==> config.mk <==
export PLATFORM = sky130hd
export DESIGN_NAME = hilo_muldiv_unit
export DESIGN_NICKNAME = d
export VERILOG_FILES = /design/src/rtl/hilo_pkg.sv /design/src/rtl/hilo_muldiv_unit_div_core.sv /design/src/rtl/hilo_muldiv_unit.sv
export SDC_FILE = /design/constraint.sdc
export NUM_CORES = 1
export LEC_CHECK = 0
export BUFFER_PORTS_ARGS = -buffer_cell sky130_fd_sc_hd__buf_2
export CORE_MARGIN = 5
export CORE_UTILIZATION = 58
export CTS_BUF_LIST = sky130_fd_sc_hd__clkbuf_16
export DETAILED_ROUTE_END_ITERATION = 7
export PLACE_DENSITY = 0.81
export SYNTH_ARGS = -nofsm -noshare
export SYNTH_HDL_FRONTEND = slang
export SYNTH_HIERARCHICAL = 1
export SYNTH_SLANG_ARGS = --single-unit
==> constraint.sdc <==
create_clock -name clk -period 4.1 [get_ports clk]
set_input_delay 0.82 -clock clk [delete_from_list [all_inputs] [get_ports clk]]
set_output_delay 0.82 -clock clk [all_outputs]
set_load 0.005 [all_outputs]
==> src/rtl/hilo_pkg.sv <==
// Shared encodings for the HI/LO multiply/divide unit.
// Optional feature macro: HILO_MUL_PIPE_EN (registers the product before HI/LO).
package hilo_pkg;

  localparam int DIV_STEPS = 32;

  localparam logic [2:0] OP_MULT  = 3'd0;
  localparam logic [2:0] OP_MULTU = 3'd1;
  localparam logic [2:0] OP_DIV   = 3'd2;
  localparam logic [2:0] OP_DIVU  = 3'd3;
  localparam logic [2:0] OP_MTHI  = 3'd4;
  localparam logic [2:0] OP_MTLO  = 3'd5;

  typedef enum logic [2:0] {
    ST_IDLE,
    ST_MUL,
    ST_MUL2,
    ST_DIV,
    ST_DFIX,
    ST_DONE
  } state_e;

endpackage

==> src/rtl/hilo_muldiv_unit_div_core.sv <==
// Iterative restoring divider: one quotient bit per cycle, MSB first,
// with signed fix-up of quotient/remainder and divisor-zero detect.
module div_core
  import hilo_pkg::*;
#(
  parameter int W = hilo_pkg::DIV_STEPS
) (
  input  logic         clk,
  input  logic         rst_n,
  input  logic         start_i,
  input  logic         signed_i,
  input  logic [W-1:0] a_i,
  input  logic [W-1:0] b_i,
  output logic         busy_o,
  output logic         last_o,
  output logic         dz_o,
  output logic [W-1:0] quot_o,
  output logic [W-1:0] rem_o
);

  localparam int CW = $clog2(W);

  logic [W-1:0]  q_q;
  logic [W:0]    r_q;
  logic [W-1:0]  b_q;
  logic [CW-1:0] cnt_q;
  logic          run_q;
  logic          qneg_q;
  logic          rneg_q;
  logic          dz_q;

  logic          a_neg;
  logic          b_neg;
  logic [W-1:0]  a_abs;
  logic [W-1:0]  b_abs;
  logic [W:0]    shifted;
  logic [W+1:0]  diff;

  assign a_neg = signed_i & a_i[W-1];
  assign b_neg = signed_i & b_i[W-1];
  assign a_abs = a_neg ? -a_i : a_i;
  assign b_abs = b_neg ? -b_i : b_i;

  // Shift the next dividend bit in, then trial-subtract the divisor.
  assign shifted = {r_q[W-1:0], q_q[W-1]};
  assign diff    = {1'b0, shifted} - {2'b00, b_q};

  always_ff @(posedge clk or negedge rst_n) begin
    if (!rst_n) begin
      q_q    <= '0;
      r_q    <= '0;
      b_q    <= '0;
      cnt_q  <= '0;
      run_q  <= 1'b0;
      qneg_q <= 1'b0;
      rneg_q <= 1'b0;
      dz_q   <= 1'b0;
    end else if (start_i) begin
      q_q    <= a_abs;
      r_q    <= '0;
      b_q    <= b_abs;
      cnt_q  <= CW'(W - 1);
      run_q  <= (b_i != '0);
      qneg_q <= a_neg ^ b_neg;
      rneg_q <= a_neg;
      dz_q   <= (b_i == '0);
    end else if (run_q) begin
      if (diff[W+1]) begin
        r_q <= shifted;
        q_q <= {q_q[W-2:0], 1'b0};
      end else begin
        r_q <= diff[W:0];
        q_q <= {q_q[W-2:0], 1'b1};
      end
      cnt_q <= cnt_q - 1'b1;
      if (cnt_q == '0) run_q <= 1'b0;
    end
  end

  assign busy_o = run_q;
  assign last_o = run_q && (cnt_q == '0);
  assign dz_o   = dz_q;
  assign quot_o = qneg_q ? -q_q : q_q;
  assign rem_o  = rneg_q ? -r_q[W-1:0] : r_q[W-1:0];

endmodule

==> src/rtl/hilo_muldiv_unit.sv <==
// HI/LO execution unit: product capture, iterative divide, MTHI/MTLO.
// Optional macro HILO_MUL_PIPE_EN adds a product register stage (MUL2).
module hilo_muldiv_unit
  import hilo_pkg::*;
#(
  parameter int DIV_STEPS = hilo_pkg::DIV_STEPS
) (
  input  logic        clk,
  input  logic        rst_n,
  input  logic        start,
  input  logic [2:0]  op,
  input  logic [31:0] rs_data,
  input  logic [31:0] rt_data,
  output logic        mul_sign,
  output logic [31:0] mul_a,
  output logic [31:0] mul_b,
  input  logic [63:0] mul_z,
  output logic        busy,
  output logic        done,
  output logic        div_zero,
  output logic [31:0] hi,
  output logic [31:0] lo
);

  state_e      state_q;
  logic [31:0] hi_q;
  logic [31:0] lo_q;
  logic [31:0] mul_a_q;
  logic [31:0] mul_b_q;
  logic        mul_sign_q;
  logic        busy_q;
  logic        done_q;
  logic        dz_q;
`ifdef HILO_MUL_PIPE_EN
  logic [63:0] prod_q;
`endif

  logic        idle_go;
  logic        is_mul;
  logic        is_div;
  logic        is_mthi;
  logic        is_mtlo;
  logic        div_busy;
  logic        div_last;
  logic        div_dz;
  logic [31:0] div_quot;
  logic [31:0] div_rem;

  assign idle_go = (state_q == ST_IDLE) && start;
  assign is_mul  = (op == OP_MULT) || (op == OP_MULTU);
  assign is_div  = (op == OP_DIV) || (op == OP_DIVU);
  assign is_mthi = (op == OP_MTHI);
  assign is_mtlo = (op == OP_MTLO);

  div_core #(
    .W (DIV_STEPS)
  ) u_div (
    .clk      (clk),
    .rst_n    (rst_n),
    .start_i  (idle_go && is_div),
    .signed_i (op == OP_DIV),
    .a_i      (rs_data),
    .b_i      (rt_data),
    .busy_o   (div_busy),
    .last_o   (div_last),
    .dz_o     (div_dz),
    .quot_o   (div_quot),
    .rem_o    (div_rem)
  );

  always_ff @(posedge clk or negedge rst_n) begin
    if (!rst_n) begin
      state_q    <= ST_IDLE;
      hi_q       <= '0;
      lo_q       <= '0;
      mul_a_q    <= '0;
      mul_b_q    <= '0;
      mul_sign_q <= 1'b0;
      busy_q     <= 1'b0;
      done_q     <= 1'b0;
      dz_q       <= 1'b0;
`ifdef HILO_MUL_PIPE_EN
      prod_q     <= '0;
`endif
    end else begin
      unique case (state_q)
        ST_IDLE: begin
          done_q <= 1'b0;
          if (start) begin
            unique case (1'b1)
              is_mul: begin
                mul_a_q    <= rs_data;
                mul_b_q    <= rt_data;
                mul_sign_q <= (op == OP_MULT);
                dz_q       <= 1'b0;
                busy_q     <= 1'b1;
                state_q    <= ST_MUL;
              end
              is_div: begin
                dz_q    <= 1'b0;
                busy_q  <= 1'b1;
                state_q <= ST_DIV;
              end
              is_mthi: hi_q <= rs_data;
              is_mtlo: lo_q <= rs_data;
              default: ;
            endcase
          end
        end
`ifdef HILO_MUL_PIPE_EN
        ST_MUL: begin
          prod_q  <= mul_z;
          state_q <= ST_MUL2;
        end
        ST_MUL2: begin
          {hi_q, lo_q} <= prod_q;
          done_q       <= 1'b1;
          state_q      <= ST_DONE;
        end
`else
        ST_MUL: begin
          {hi_q, lo_q} <= mul_z;
          done_q       <= 1'b1;
          state_q      <= ST_DONE;
        end
`endif
        ST_DIV: begin
          // Zero divisor: the divider never starts, skip straight to DONE.
          if (div_dz) begin
            dz_q    <= 1'b1;
            done_q  <= 1'b1;
            state_q <= ST_DONE;
          end else if (div_last) begin
            state_q <= ST_DFIX;
          end
        end
        ST_DFIX: begin
          hi_q    <= div_rem;
          lo_q    <= div_quot;
          done_q  <= 1'b1;
          state_q <= ST_DONE;
        end
        ST_DONE: begin
          done_q  <= 1'b0;
          busy_q  <= 1'b0;
          state_q <= ST_IDLE;
        end
        default: state_q <= ST_IDLE;
      endcase
    end
  end

  assign mul_sign = mul_sign_q;
  assign mul_a    = mul_a_q;
  assign mul_b    = mul_b_q;
  assign busy     = busy_q;
  assign done     = done_q;
  assign div_zero = dz_q;
  assign hi       = hi_q;
  assign lo       = lo_q;

endmodule
==> results of run 1 <==
-- cell families after synthesis --
family / Yosys count / synth area share, %
flops: 240 / 35.1
fa+ha+maj: 39 / 2.90
compound gates: 438 / 18.0
mux: 228 / 14.3
simple gates: 591 / 17.2
xor+xnor: 145 / 7.42
buf+inv: 192 / 5.05
-- report_power, final --
group	internal (mW)	switching (mW)	leakage, nW
clock network	1.43	1.01	0.463
logic	4.36	5.36	5.13
registers	3.62	1.42	2.85
-- state kept, by name, summed over array words and instances, names as in the netlist --
name,count
u_div/dz_o,1
lo,32
mul_sign,1
state_q,3
hi,32
u_div/r_q,32
u_div/busy_o,1
busy,1
u_div/b_q,32
div_zero,1
u_div/qneg_q,1
u_div/rneg_q,1
u_div/cnt_q,5
done,1
mul_a,32
mul_b,32
u_div/q_q,32
-- layout make-up --
type	count	share of cell area [%]
clock inverters	24	1.00
multi-input cells	1441	52.7
inverters	66	1.27
repair buffers	291	8.00
well taps	384	2.47
clock buffers	28	3.60
flip-flops and latches	240	30.9
-- through the flow --
| stage | setup WS [ns] | hold WS (ns) | cell area [um^2] | util, % |
|---|---|---|---|---|
| floorplan | 0.837 | 0.485 | 17100 | - |
| global placement | 0.525 | 0.481 | 18600 | 64.1 |
| detailed placement | 0.533 | 0.488 | 18600 | 64.1 |
| CTS | 0.510 | 0.300 | 19400 | 67.2 |
| global route | 0.244 | 0.341 | 19400 | 67.2 |
| finish | 0.470 | 0.277 | 19400 | 67.2 |
-- cell usage after synthesis (all sizes together), types with 32 or more instances --
cell	n
dfrtp	240
nand2	180
mux2	129
xnor2	111
nor2	105
mux2i	99
a21oi	92
o21ai	90
nand3	80
nor2b	75
clkbuf	72
inv	65
buf	54
and2	38
ha	38
xor2	34
a221oi	33
a22oi	33
o211ai	33
o2111ai	32
-- how the worst max path moves through the flow --
stage                       start  cells after the start            end  slack, ns
floorplan           u_div/q_q[13]                     10         lo[27]       0.84
global placement    u_div/q_q[31]                     11  u_div/r_q[28]       0.53
detailed placement     rs_data[8]                      9  u_div/q_q[28]       0.53
CTS                 u_div/q_q[31]                     11  u_div/r_q[28]       0.51
global route        u_div/q_q[31]                     11  u_div/r_q[28]       0.24
finish              u_div/q_q[31]                     11  u_div/r_q[28]       0.47
-- layer usage --
| metal | GRT usage, % | vias up | part of all wire (%) |
|---|---|---|---|
| li1 | - | 7220 | - |
| met2 | 48.3 | 775 | 47 |
| met5 | 0 | - | 0.015 |
| met3 | 4.30 | 150 | 7.9 |
| met4 | 13.2 | 2 | 5.0 |
| met1 | 40.4 | 7571 | 40 |
==> summary.md, run 1 <==
| Metric | Value |
|---|---|
| Commonest non-fill, non-tap cell in the layout | `buf_2` |
| Die X | `182 um` |
| YS warnings | `6` |
| Vias per Instance | `6.35` |
| Power per cell area | `884 nW/um^2` |
| Core area | `28,900 um^2` |
| RSZ-0062 raised after global routing | `no` |
| Most frequent cells in the layout | `buf_2 (264), dfrtp_1 (236), nand2_1 (180)` |
| Port bufs | `265` |
| P&R area growth vs syn | `13.7%` |
| Post-synth cell types | `74` |
| Hold-fix buffers at CTS | `0` |
| Leak pwr | `8.44 nW` |
| DRC viols | `0` |
| H-tree depth | `1` |
| TritonRoute pass-1 iters | `5` |
| Final std cells w/o fill | `2,474` |
| Die height | `182 um` |
| Filler cell count | `2,272` |
| FF-to-FF setup slack | `0.47 ns` |
| # diodes | `0` |
| Setup crit start kind | `register` |
| Initial drt markers | `1,530` |
| Reg2reg end | `u_div/r_q[28]` |
| Register area share after synthesis | `35.1%` |
| R2R Path Start | `u_div/q_q[31]` |
| Total Routing Usage GR | `30.0%` |
| Top cells by area, synth | `dfrtp_1 (35%), mux2_2 (8.5%), mux2i_1 (5.8%)` |
| Initial cell density of the core | `59.1%` |
| Num CTS Buffers | `28` |
| Status | `complete, no violations` |
| WP buf/inv | `2` |
| Final Hold Viols | `0` |
| Reg area | `6020 um^2` |
| Sink Count | `240` |
| Largest net degree at the start of global routing | `95` |
| Routed wire length | `52,000 um` |
| Routed len/inst | `21.0 um` |
| Slew Limit Headroom | `22.2%` |
| Number of flops mapped to enable cells by yosys | `0` |
| Max Cap Viol | `0` |
| Yosys reg bits | `240` |
| Final Skew | `0.0289 ns` |
| Via count | `15,718` |
| CTS resizes | `0` |
| Pwr Total | `17.2 mW` |
| # rows | `62` |
| Die footprint | `33,000 um^2` |
| Sequence of cells on the critical path | `inv_1 -> ha_1 -> fa_1 -> nor2b_1 -> o31a_1 -> o21ai_0 -> a2111oi_0 -> buf_4 -> o21ai_0 -> a311o_1 -> a311oi_1` |
| Final setup fails | `0` |
| Setup TNS | `0 ns` |
| Pins Over Slew Limit | `0` |
| Vias in the first global route | `15,257` |
| Inst Count DP | `2,422` |
| Fin crit share | `88.5%` |
| Critical path capture point type | `register` |
| Worst min-delay path category | `input port to asynchronous set/reset pin` |
| Top-area cell type share of the netlist area | `35.1%` |
| Synth async-reset ratio | `100%` |
| CTS tree | `yes` |
| Cells after synthesis | `1,873` |
| Detail Route Antenna Nets | `0` |
| Synth Cell Area | `17,100 um^2` |
| Crit-path leading delay family | `compound AO/OA/AOI/OAI gates` |
| Ports | `266` |
| GPL Wtd Cong | `0.970` |
| CP max stage cell | `a2111oi_0` |
| Synth area leader | `dfrtp_1` |
| First-pass GRT wire length | `82,500 um` |
| Slowest cell delay on critical path | `0.63 ns` |
| Worst path required time | `4.54 ns` |
| FF-to-FF path depth | `11` |
| Worst-path clk slew | `0.06 ns` |
| CP most frequent cell | `o21ai_0` |
| Worst-Skew Late Latency | `0.56 ns` |
| Measured slew at the worst slew-check pin | `1.17 ns` |
| Number of setup buffers added after CTS | `0` |
| Detailed placer's ending HPWL | `36,900 um` |
| Worst EP arrival | `4.07 ns` |
| Initial antenna violation count | `1` |
| Max VDD drop | `464 uV` |
| Max clock buf depth | `3` |
| Crit Path Max Fanout | `4` |
| Avg Synthesized Cell Area | `9.13 um^2` |
| Ys flop type | `dfrtp_1` |
| Share of post-route cells with drive strength above 1 | `23.8%` |
| Fmax | `0.276 GHz` |
| Tmin final | `3.63 ns` |
| Total gr overflow | `0` |
| Post-Syn Nets | `2,046` |
| Net count, final | `2,241` |
| Clk root buf | `clkbuf_16` |
| Footprint of the multi-input gates | `10,300 um^2` |
| Critical path type | `register to register` |
Note: power is estimated with default switching activity, not from simulation.
==> inputs of run 2 (changes only) <==
- MAX_ROUTING_LAYER: unset -> met4
==> summary.md, run 2 (synthesis gave the netlist of run 1 again) <==
| Metric | Value |
|---|---|
| Num CTS Buffers | `28 (unchanged)` |
| Hold Slack | `0.260 ns (-0.0171 ns)` |
| Crit Path Max Fanout | `4 (unchanged)` |
| Initial cell density of the core | `59.1% (unchanged)` |
| Detailed placer's ending HPWL | `37,200 um (+0.96%)` |
| Setup WS pre-CTS | `0.503 ns (-0.0293 ns)` |
| CTS tree | `yes` |
| Finished Cell Area | `19,400 um^2 (about the same)` |
| DRC viols | `0 (unchanged)` |
| Hold-fix buffers at CTS | `0 (unchanged)` |
| Vias in the first global route | `15,653 (+2.6%)` |
| Setup crit start kind | `register` |
| FF-to-FF path depth | `11 (unchanged)` |
| Power per cell area | `883 nW/um^2 (about the same)` |
| Status | `complete, no violations` |
| Max VDD drop | `498 uV (+7.3%)` |
| CP max stage cell | `a2111oi_0` |
| Initial drt markers | `1,258 (-18%)` |
| Tmin final | `3.68 ns (+0.0487 ns)` |
| Port bufs | `265 (unchanged)` |
| P&R area growth vs syn | `13.6% (about the same)` |
| Final Skew | `0.0145 ns (-0.0144 ns)` |
| Commonest non-fill, non-tap cell in the layout | `buf_2` |
| Core area | `28,900 um^2 (unchanged)` |
| Placed cell area | `18,600 um^2 (unchanged)` |
| Final Hold Viols | `0 (unchanged)` |
| Initial antenna violation count | `0 (-1)` |
| Largest net degree at the start of global routing | `91 (-4.2%)` |
| Critical path type | `register to register` |
| TritonRoute pass-1 iters | `6 (+1)` |
| Max Cap Viol | `0 (unchanged)` |
| Worst min-delay path category | `input port to asynchronous set/reset pin` |
| H-tree depth | `1 (unchanged)` |
| Routed len/inst | `21.0 um (+0.16%)` |
| Measured slew at the worst slew-check pin | `1.18 ns (+0.0131 ns)` |
| Final setup fails | `0 (unchanged)` |
| Critical path capture point type | `register` |
| Sequence of cells on the critical path | `inv_1 -> ha_1 -> fa_1 -> nor2b_1 -> o31a_1 -> o21ai_0 -> a2111oi_0 -> buf_4 -> o21ai_0 -> a311o_1 -> a311oi_1` |
| Max clock buf depth | `3 (unchanged)` |
| Fmax | `0.272 GHz (-1.3%)` |
| CTS resizes | `0 (unchanged)` |
| Final std cells w/o fill | `2,471 (-0.12%)` |
| Net count, final | `2,241 (unchanged)` |
| Die X | `182 um (unchanged)` |
| Pins Over Slew Limit | `0 (unchanged)` |
| Routed wire length | `52,000 um (about the same)` |
| Die footprint | `33,000 um^2 (unchanged)` |
| Slew Limit Headroom | `21.3% (-0.87 points)` |
| Total Routing Usage GR | `31.2% (+1.3 points)` |
| First-pass GRT wire length | `83,100 um (+0.79%)` |
| Ports | `266 (unchanged)` |
| GPL Wtd Cong | `1.01 (+4.7%)` |
| Setup TNS | `0 ns (unchanged)` |
| Die height | `182 um (unchanged)` |
| Detail Route Antenna Nets | `0 (unchanged)` |
| Via count | `15,911 (+1.2%)` |
| Total gr overflow | `0 (unchanged)` |
| Worst path required time | `4.54 ns (about the same)` |
| Clk root buf | `clkbuf_16` |
| Sink Count | `240 (unchanged)` |
| CP most frequent cell | `o21ai_0` |
| Leak pwr | `8.43 nW (-0.20%)` |
| Fin crit share | `89.7% (+1.2 points)` |
| Number of setup buffers added after CTS | `0 (unchanged)` |
| Worst setup margin | `0.422 ns (-0.0487 ns)` |
| RSZ-0062 raised after global routing | `no` |
| Worst-path clk slew | `0.06 ns (about the same)` |
| Slowest cell delay on critical path | `0.68 ns (+0.05 ns)` |
| Worst EP arrival | `4.12 ns (+0.05 ns)` |
| Inst Count DP | `2,422 (unchanged)` |
| Most frequent cells in the layout | `buf_2 (264), dfrtp_1 (236), nand2_1 (180)` |
| # rows | `62 (unchanged)` |
| Worst-Skew Late Latency | `0.55 ns (about the same)` |
| Share of post-route cells with drive strength above 1 | `23.6% (-0.19 points)` |
| Vias per Instance | `6.44 (+1.4%)` |
run 2: changes by cell type in the layout (fill, tap and decap cells not counted):
cell / delta
clkbuf_16: +1
clkinv_1: +2
clkinv_2: -5
clkinv_8: -1
diode_2: +1
inv_1: -1
run 2: path summary, 6_finish.rpt:
| path | from | to | slack, ns |
|---|---|---|---|
| worst max-delay path | u_div/q_q[31] | u_div/r_q[28] | 0.42 |
| worst min-delay path | rst_n | lo[18] | 0.26 |
| worst max register to register | u_div/q_q[31] | u_div/r_q[28] | 0.42 |
| worst min register to register | mul_a[19] | mul_a[19] | 0.50 |
| max in group asynchronous | rst_n | hi[16] | 2.90 |
| min in group clk | mul_a[19] | mul_a[19] | 0.50 |
run 2: layer usage:
metal	wire length, um	vias to the layer above	global-route usage, %
met2	23600	854	48.3
met4	3150	0	15.7
met5	0	-	-
met1	21000	7659	40.4
li1	-	7204	-
met3	4280	194	4.22
run 2: power breakdown:
group          total (mW)  leakage (nW)  internal (mW)  switching [mW]
Combinational        9.69          5.13           4.36            5.33
Sequential           5.03          2.85           3.62            1.41
Clock                2.46         0.446           1.45            1.01
run 2: through the flow:
stage	power (mW)	utilization (%)
2_1_floorplan	11.8	-
3_3_place_gp	14.3	64.1
3_5_place_dp	14.6	64.1
4_1_cts	17.1	67.2
5_1_grt	18.4	67.2
6_report	17.2	67.2
run 2: area by class of cell:
cell class / instances / area (um^2)
inverter: 66 / 248
clock inverter: 19 / 158
sequential: 240 / 6020
multi-input combinational: 1441 / 10300
tap: 384 / 480
antenna: 1 / 2.50
clock buffer: 29 / 726
timing repair buffer: 291 / 1560
fill: 2308 / 9500
run 2: critical path, delay by kind of cell, from the launching register on:
| kind | cells | cell delay [ns] |
|---|---|---|
| flops | 1 | 0.47 |
| simple gates | 1 | 0.21 |
| fa+ha+maj | 2 | 0.65 |
| compound gates | 6 | 1.91 |
| buf+inv | 2 | 0.32 |
==> inputs of run 3 (changes only) <==
--- a/config.mk
+++ b/config.mk
@@ -8,2 +8,3 @@
 export BUFFER_PORTS_ARGS = -buffer_cell sky130_fd_sc_hd__buf_2
+export CORE_ASPECT_RATIO = 0.5
 export CORE_MARGIN = 5
@@ -12,2 +13,3 @@
 export DETAILED_ROUTE_END_ITERATION = 7
+export GPL_TIMING_DRIVEN = 0
 export MAX_ROUTING_LAYER = met4
==> constraint.sdc (replaced) <==
create_clock -name clk -period 4.1 [get_ports clk]
set_input_delay 0.615 -clock clk [delete_from_list [all_inputs] [get_ports clk]]
set_output_delay 0.615 -clock clk [all_outputs]
set_load 0.005 [all_outputs]
==> summary.md, run 3 (synthesis gave the netlist of run 1 again) <==
| Metric | Value |
|---|---|
| Initial cell density of the core | `59.0% (-0.16 points)` |
| First-pass GRT wire length | `86,000 um (+3.5%)` |
| Worst min-delay path category | `input port to asynchronous set/reset pin` |
| Final setup fails | `0 (unchanged)` |
| Vias per Instance | `6.36 (-1.2%)` |
| Combinational power share | `59.2% (+2.8 points)` |
| Max clock buf depth | `3 (unchanged)` |
| Total Routing Usage GR | `33.0% (+1.7 points)` |
| Hold Slack | `0.00937 ns (-0.251 ns)` |
| FF-to-FF setup slack | `0.32 ns (-0.11 ns)` |
| RSZ-0062 raised after global routing | `no` |
| Num CTS Buffers | `24 (-14%)` |
| P&R area growth vs syn | `15.4%` |
| P_int | `9.29 mW (-1.4%)` |
| Clk pwr share | `12.4% (-1.9 points)` |
| Max Cap Viol | `0 (unchanged)` |
| Worst EP arrival | `4.22 ns (+0.10 ns)` |
| Pins Over Slew Limit | `0 (unchanged)` |
| Die height | `131 um (-28%)` |
| Max VDD drop | `404 uV (-19%)` |
| Crit Path Max Fanout | `10 (+6)` |
| Port bufs | `265 (unchanged)` |
| Routed len/inst | `21.6 um (+2.4%)` |
| Initial drt markers | `1,574 (+25%)` |
| Net count, final | `2,339 (+4.4%)` |
| Sequential Power Share | `28.4% (-0.9 points)` |
| Die X | `253 um (+39%)` |
| FF-to-FF path depth | `12 (+1)` |
| Die footprint | `33,200 um^2 (+0.63%)` |
| Final Hold Viols | `0 (unchanged)` |
| Total gr overflow | `0 (unchanged)` |
| Hold-fix buffers at CTS | `0 (unchanged)` |
| Core area | `29,000 um^2 (+0.27%)` |
| Crit. Startpoint | `u_div/r_q[21]` |
| Power per cell area | `875 nW/um^2 (-0.92%)` |
| H-tree depth | `1 (unchanged)` |
| Final Skew | `0.0145 ns (+0.0000606 ns)` |
| Worst path required time | `4.53 ns (about the same)` |
| TritonRoute pass-1 iters | `8 (+2)` |
| Vias in the first global route | `15,569 (-0.54%)` |
| Critical path capture point type | `register` |
| Detail Route Antenna Nets | `0 (unchanged)` |
| DRC viols | `0 (unchanged)` |
| Fin crit share | `92.3% (+2.6 points)` |
| Tmin final | `3.78 ns (+0.106 ns)` |
| Largest net degree at the start of global routing | `112 (+23%)` |
| CTS tree | `yes` |
| Status | `complete, no violations` |
| Critical path type | `register to register` |
| Commonest non-fill, non-tap cell in the layout | `buf_2` |
| Worst-path clk slew | `0.07 ns (about the same)` |
| Switching power | `7.98 mW (+3.0%)` |
| Via count | `16,363 (+2.8%)` |
| Pwr Total | `17.3 mW (+0.57%)` |
| Clk root buf | `clkbuf_16` |
| Setup crit end | `u_div/r_q[22]` |
| Detailed placer's ending HPWL | `41,800 um (+12%)` |
| Initial antenna violation count | `3 (+3)` |
| Routed wire length | `55,500 um (+6.7%)` |
| CP most frequent cell | `clkbuf_1` |
| Share of post-route cells with drive strength above 1 | `23.1% (-0.46 points)` |
| Measured slew at the worst slew-check pin | `1.10 ns (-0.0772 ns)` |
| # rows | `44 (-29%)` |
| R2R Path Start | `u_div/r_q[21]` |
| Net Sw Frac | `46.2% (+1.1 points)` |
| Leak pwr | `8.54 nW (+1.3%)` |
| GPL Wtd Cong | `1.01 (-0.48%)` |
| Sequence of cells on the critical path | `ha_1 -> clkbuf_1 -> a21oi_1 -> o21ai_0 -> nor3_1 -> nor2_1 -> a41o_1 -> a21o_1 -> clkbuf_1 -> clkbuf_1 -> nand2_1 -> a311oi_1` |
| Reg2reg end | `u_div/r_q[22]` |
| Fmax | `0.264 GHz (-2.8%)` |
| Sink Count | `240 (unchanged)` |
| CP max stage cell | `dfrtp_1` |
| Ports | `266 (unchanged)` |
| Worst-Skew Late Latency | `0.55 ns (about the same)` |
| Slew Limit Headroom | `26.1% (+4.8 points)` |
| Most frequent cells in the layout | `buf_2 (294), dfrtp_1 (240), nand2_1 (180)` |
| Setup crit start kind | `register` |
| Slowest cell delay on critical path | `0.50 ns (-0.18 ns)` |
## run 3: cell types whose count changed in the layout (fill, tap and decap cells not counted), sizes merged
| cell | before | now |
|---|---|---|
| clkbuf | 29 | 97 |
| buf | 291 | 321 |
| clkinv | 15 | 7 |
| clkinvlp | 0 | 3 |
| bufinv | 3 | 1 |
| diode | 1 | 3 |
| inv | 67 | 69 |
## run 3: worst min-delay path by stage
stage,start,to,slack [ns],cells after the start
floorplan,rst_n,busy,0.32,0
global placement,mul_a[10],mul_a[10],0.48,1
detailed placement,mul_b[24],mul_b[24],0.49,1
CTS,rst_n,mul_b[2],0.02,1
global route,rst_n,mul_b[2],0.03,1
finish,rst_n,mul_b[2],0.009,1
## run 3: what timing repair did
action,in CTS,in global routing
endpoints found under the setup margin,0,7
buffers inserted,0,0
resized for setup,0,1
## run 3: stage by stage
step,cells,TNS [ns],setup slack [ns],instance area (um^2),utilization (%)
5_1_grt,2573,0,0.0163,19700,68.0
6_report,2573,0,0.316,19700,68.0
3_5_place_dp,2531,0,0.168,19000,65.5
4_1_cts,2570,0,0.103,19700,68.0
2_1_floorplan,1873,0,0.837,17100,-
3_3_place_gp,2529,-470.13,-2.00,18900,65.2
## run 3: metal layers
layer	global-route usage, %	part of all wire (%)
met1	44.5	41
met4	12.6	4.2
met5	-	0
met3	8.12	11
met2	48.2	44
## run 3: power groups by stage
stage          clock network, mW  logic (mW)  registers (mW)
4_1_cts                     2.14        10.1            4.85
5_1_grt                     2.26        11.2            5.05
2_1_floorplan                  0        7.15            4.61
3_5_place_dp                   0        9.98            4.87
6_report                    2.14        10.2            4.90
3_3_place_gp                   0        9.77            4.79
## run 3: layout make-up
cell class                      count  area (um^2)
Clock inverter                     14          103
Inverter                           66          248
Fill cell                        2363         9280
Sequential cell                   240         6010
Tap cell                          391          489
Buffer                            126          616
Multi-Input combinational cell   1441        10200
Antenna cell                        3         7.51
Clock buffer                       25          626
Timing Repair Buffer              267         1390
## run 3: critical path: cells and delay by family, from the launching register on
| kind | cells | cell delay (ns) |
|---|---|---|
| buffers and inverters | 3 | 1.18 |
| AO/OA/AOI/OAI | 5 | 1.20 |
| adder cells (fa/ha/maj) | 1 | 0.33 |
| flip-flops | 1 | 0.50 |
| AND/OR/NAND/NOR | 3 | 0.46 |
